## config.mk

```make
export PLATFORM = sky130hd
export DESIGN_NAME = cam_capture_rgb444
export DESIGN_NICKNAME = d
export VERILOG_FILES = /design/src/rtl/cam_capture_rgb444.sv
export SDC_FILE = /design/constraint.sdc
export NUM_CORES = 1
export LEC_CHECK = 0
export CAP_MARGIN = 5
export CORE_MARGIN = 3
export CORE_UTILIZATION = 35
export DETAILED_ROUTE_END_ITERATION = 10
export GPL_ROUTABILITY_DRIVEN = 0
export PLACE_DENSITY = 0.63
export SYNTH_ARGS = -nofsm -noshare
export SYNTH_HDL_FRONTEND = slang
export SYNTH_SLANG_ARGS = --single-unit
```

## constraint.sdc

```tcl
create_clock -name clk -period 1.9 [get_ports clk]
set_input_delay 0.19 -clock clk [delete_from_list [all_inputs] [get_ports clk]]
set_output_delay 0.19 -clock clk [all_outputs]
set_load 0.02 [all_outputs]
```

## src/rtl/cam_capture_rgb444.sv

```systemverilog
// OV7670 capture stage: pairs RGB444 camera bytes ("xR GB") into 12-bit
// pixels and writes them linearly into the frame buffer write port.
// Everything runs on the camera pixel clock.
module cam_capture_rgb444 #(
    parameter int AW           = 15,
    parameter int DW           = 12,
    parameter int CAM_SCREEN_X = 160,
    parameter int CAM_SCREEN_Y = 120
) (
    input  logic          clk,
    input  logic          rst,
    input  logic          CAM_vsync,
    input  logic          CAM_href,
    input  logic [7:0]    CAM_px_data,
    output logic          DP_RAM_regW,
    output logic [AW-1:0] DP_RAM_addr_in,
    output logic [DW-1:0] DP_RAM_data_in,
    output logic          frame_done
);

    // Address IMASIZ is the RAM's black pixel; the counter saturates there.
    localparam logic [AW-1:0] IMASIZ = AW'(CAM_SCREEN_X * CAM_SCREEN_Y);

    typedef enum logic [1:0] {
        WAIT_FRAME,
        BYTE1,
        BYTE2
    } state_t;

    state_t        state_q, state_d;
    logic          vsync_q;
    logic [AW-1:0] cnt_q, cnt_d;
    logic [3:0]    red_q, red_d;
    logic          regw_q, regw_d;
    logic [AW-1:0] addr_q, addr_d;
    logic [DW-1:0] data_q, data_d;
    logic          done_q, done_d;
    logic          frame_start;

    assign frame_start = vsync_q & ~CAM_vsync;

    // Next-state and output decode; vsync always wins over href.
    always_comb begin
        state_d = state_q;
        cnt_d   = cnt_q;
        red_d   = red_q;
        regw_d  = 1'b0;
        addr_d  = addr_q;
        data_d  = data_q;
        done_d  = 1'b0;
        case (state_q)
            WAIT_FRAME: begin
                if (frame_start) begin
                    cnt_d   = '0;
                    state_d = BYTE1;
                end
            end
            BYTE1: begin
                if (CAM_vsync) begin
                    done_d  = 1'b1;
                    state_d = WAIT_FRAME;
                end else if (CAM_href) begin
                    red_d   = CAM_px_data[3:0];
                    state_d = BYTE2;
                end
            end
            BYTE2: begin
                if (CAM_vsync) begin
                    done_d  = 1'b1;
                    red_d   = '0;
                    state_d = WAIT_FRAME;
                end else if (CAM_href) begin
                    if (cnt_q < IMASIZ) begin
                        data_d = DW'({red_q, CAM_px_data});
                        addr_d = cnt_q;
                        regw_d = 1'b1;
                        cnt_d  = cnt_q + AW'(1);
                    end
                    state_d = BYTE1;
                end else begin
                    red_d   = '0;
                    state_d = BYTE1;
                end
            end
            default: state_d = WAIT_FRAME;
        endcase
    end

    // State, sync history and registered outputs with synchronous reset.
    always_ff @(posedge clk) begin
        if (rst) begin
            state_q <= WAIT_FRAME;
            vsync_q <= 1'b0;
            cnt_q   <= '0;
            red_q   <= '0;
            regw_q  <= 1'b0;
            addr_q  <= '0;
            data_q  <= '0;
            done_q  <= 1'b0;
        end else begin
            state_q <= state_d;
            vsync_q <= CAM_vsync;
            cnt_q   <= cnt_d;
            red_q   <= red_d;
            regw_q  <= regw_d;
            addr_q  <= addr_d;
            data_q  <= data_d;
            done_q  <= done_d;
        end
    end

    assign DP_RAM_regW    = regw_q;
    assign DP_RAM_addr_in = addr_q;
    assign DP_RAM_data_in = data_q;
    assign frame_done     = done_q;

endmodule
```

==> summary.txt <==
Count of cell types in the netlist: 44
Relative max-transition margin: 64.9%
Storage cell area: 0.00102 mm^2
Crit path launch type: flip-flop
Number of max-slew violations in the final report: 0
R2R cell count: 8
Number of DRC markers in iteration 0: 121
Finish-stage setup viols: 0
Simple-gate share of the synthesized area: 24.7%
Hold path start: CAM_px_data[4]
Via count normalized by instance count: 4.96
Clock-pin slew of the registers on the worst-case setup and hold paths: 90 ps
Sum of negative setup slack: 0 ps
Seq/Total Area, Yosys: 44.8%
Final hold violations: 0
Post-synthesis async set-or-reset flop share: 0%
Cells taking the most area after synthesis: sky130_fd_sc_hd__dfxtp_1, sky130_fd_sc_hd__nand2_1, sky130_fd_sc_hd__a21oi_1, sky130_fd_sc_hd__nor2_1, sky130_fd_sc_hd__ha_1
Main combinational cell family by area after synthesis: simple AND/OR/NAND/NOR gates
Vias post-DR: 1969
Worst Setup End Kind: flip-flop
Worst Hold End: DP_RAM_data_in[4]$_SDFFE_PP0P_
Met3 wirelength from detailed routing: 229 um
IO Pins: 41
Antenna violations before repair: 0
Highest routed metal layer: met4
Adder and majority gate portion of the synthesized area: 2.74%
Fin crit share: 91.8%
Min Tclk post-route: 1740 ps
Total power divided by cell area: 700 mW/mm^2
Cell at the slowest stage of the critical path: sky130_fd_sc_hd__dfxtp_2
CTS tree: yes
Residual DRC count: 0
Average cell area after synthesis: 8.29 um^2
Number of register bits inferred by synthesis: 51
Post-Place Cell Area: 0.00282 mm^2
Die ar.: 0.00752 mm^2
Comb power frac: 10.5%
Psw: 0.493 mW
Layout fillers: 617
Worst Path Max Fanout: 10
Cell with the most instances after synthesis: sky130_fd_sc_hd__nand2_1
Fraction of the mapped netlist area in compound gates: 18.9%
Global routing usage summed across all routing layers: 14.6%
Hold buffer count at cts: 0
Reg-to-reg setup timing slack: 160 ps
Post-CTS repair timing setup buffer count: 0
Drt total wl: 5.02 mm
Synthesis-to-layout area growth: 28.6%
CTS Buffer Depth: 2
Synthesized net count: 292
Top-area cell type share of the netlist area: 44.8%
Clock tree root driver cell: sky130_fd_sc_hd__clkbuf_8
Share of the core filled with cells in the final layout: 48.1%
WL met1: 2.48 mm
Antenna diode count: 0
Number of iterations in the first detailed-routing pass: 4
Fraction of power spent switching nets: 24.0%
Required time at the worst-slack endpoint: 2080 ps
Worst hold-check path type: in -> reg
Most area-hungry cell type in the Yosys netlist: sky130_fd_sc_hd__dfxtp_1
Leading cell types by count after synthesis: sky130_fd_sc_hd__nand2_1, sky130_fd_sc_hd__dfxtp_1, sky130_fd_sc_hd__a21oi_1, sky130_fd_sc_hd__nor2_1, sky130_fd_sc_hd__nand3_1
Number of synthesized flops with an enable pin: 0
Multi-input gate area in the final layout: 0.00113 mm^2
Number of max-cap violations: 0
Share of post-route cells with drive strength above 1: 10.9%
Setup WS pre-CTS: -30.5 ps
Worst slew pin tran: 526 ps
Max Freq: 573 MHz
Global-route wire length before repair: 8.78 mm
Syn Std Cell Area: 0.00228 mm^2
CP arrival: 1930 ps
Leakage power summed over all cells: 0.979 nW
Port bufs: 40
Sequential share of power: 53.2%
Parity-gate share of the synthesized area counting xor and xnor cells: 3.07%
Final-stage net count: 339
Count of placed standard cells including taps: 390
Final routed wire length divided by cell count: 12.6 um
Worst hold slack across all endpoints: 419 ps
Via count of the first global-routing pass: 1852
RR Startpoint: state_q[0]$_SDFFE_PP0P_
Post-synthesis mux area share: 0%
Latest clock arrival within the worst-skew pair: 310 ps
Most instantiated flip-flop cell in the synthesis netlist: sky130_fd_sc_hd__dfxtp_1
Number of sinks driven by the clock tree: 51
Pin count of the biggest net entering global routing: 28
HPWL Detailed: 3.69 mm
Status: complete, no violations
Initial core utilization: 37.4%
Clock skew: 7.66 ps
Total congestion overflow after global routing: 0
R2r endpoint: cnt_q[10]$_SDFFE_PP0P_
Post-route standard cell area excluding fillers: 0.00293 mm^2
Wire length on met2: 2.22 mm
Deepest level of the CTS H-tree: 2
Number of cells in the finished layout apart from fillers: 397
Chip width: 86.7 um
CP cell instances: inv_1 -> ha_2 -> and2_1 -> o211ai_2 -> buf_12 -> a2111oi_4 -> xnor2_1 -> nor2_1
Cells after Synth: 275
CP Class: reg -> reg
Cell count of the worst hold path: 3
Antenna violation net count after detailed routing: 0
Setup repair after global routing missed its margin: no
Part of the power in the clock network: 36.3%
Power Internal: 1.56 mW
Number of warnings reported in the yosys synthesis log: 0
Delay of the slowest cell on the worst path: 350 ps
Number of standard-cell rows in the floorplan: 28
Worst path setup slack after routing: 156 ps
Pwr Total: 2.05 mW
Peak supply drop: 0.000334 V
Die height: 86.7 um
CTS buffer count: 5
Placeable core region: 0.00610 mm^2
cells by family after synthesis:
kind of cell	after synthesis
simple gates	124
compound gates	65
flops	51
buf+inv	22
xor+xnor	8
fa+ha+maj	5
worst max-delay path, delay by kind of cell, from the launching register on:
family | cells | cell delay (ps)
and+or+nand+nor | 2 | 220
DFF | 1 | 350
adders and majority gates | 1 | 220
AOI/OAI and AO/OA | 2 | 420
buffers and inverters | 2 | 250
xor gates and xnor gates | 1 | 150
cell usage in the layout (no fill, tap or decap), types with 3 or more instances in the layout:
master                            instances
sky130_fd_sc_hd__or3_1                    3
sky130_fd_sc_hd__ha_1                     4
sky130_fd_sc_hd__nor3_1                   4
sky130_fd_sc_hd__clkbuf_8                 5
sky130_fd_sc_hd__buf_4                   12
sky130_fd_sc_hd__xnor2_1                  6
sky130_fd_sc_hd__a21oi_1                 41
sky130_fd_sc_hd__nor2_1                  23
sky130_fd_sc_hd__nand3_1                  8
sky130_fd_sc_hd__o21ai_0                  5
sky130_fd_sc_hd__dfxtp_1                 49
sky130_fd_sc_hd__and2_1                   3
sky130_fd_sc_hd__buf_12                   3
sky130_fd_sc_hd__nand2_1                 62
sky130_fd_sc_hd__clkdlybuf4s50_1         40
sky130_fd_sc_hd__and3_1                   5
sky130_fd_sc_hd__inv_1                    7
final cells by class:
class                   count  share of cell area (%)
clock buffers               5                    2.35
inverters                   7                   0.896
clock inverters             2                    1.28
flip-flops and latches     51                    34.9
repair buffers             55                    18.8
multi-input cells         202                    38.6
well taps                  75                    3.20
power by group through the flow:
stage | combinational, mW | sequential (mW) | clock (mW)
2_1_floorplan | 0.118 | 1.12 | 0
3_3_place_gp | 0.211 | 1.11 | 0
3_5_place_dp | 0.213 | 1.12 | 0
4_1_cts | 0.217 | 1.09 | 0.773
5_1_grt | 0.239 | 1.09 | 0.810
6_report | 0.216 | 1.09 | 0.745
per-layer routing:
layer	GRT usage, %	up-vias
met3	3.23	7
met2	22.4	43
met5	0	-
met1	20.0	897
li1	-	1022
met4	5.52	0
how the worst max path moves through the flow:
stage                                  end  cells after the start                    start  slack (ps)
global placement    cnt_q[10]$_SDFFE_PP0P_                      5                CAM_vsync          20
CTS                 cnt_q[10]$_SDFFE_PP0P_                      8  state_q[0]$_SDFFE_PP0P_         120
finish              cnt_q[10]$_SDFFE_PP0P_                      8  state_q[0]$_SDFFE_PP0P_         160
global route         cnt_q[8]$_SDFFE_PP0P_                      8  state_q[0]$_SDFFE_PP0P_          20
floorplan           cnt_q[12]$_SDFFE_PP0P_                      8  state_q[0]$_SDFFE_PP0P_         230
detailed placement  cnt_q[10]$_SDFFE_PP0P_                      5  state_q[0]$_SDFFE_PP0P_         -30
state kept, by name, summed over array words and instances (netlist names):
signal,flops
DP_RAM_data_in,12
cnt_q,15
state_q,2
vsync_q,1
frame_done,1
DP_RAM_addr_in,15
DP_RAM_regW,1
red_q,4
repair_timing:
action | in CTS | in global routing
pin swaps | 0 | 1
resized for setup | 1 | 3
setup endpoints to repair | 9 | 12
Power figures use the tool's default switching activity.
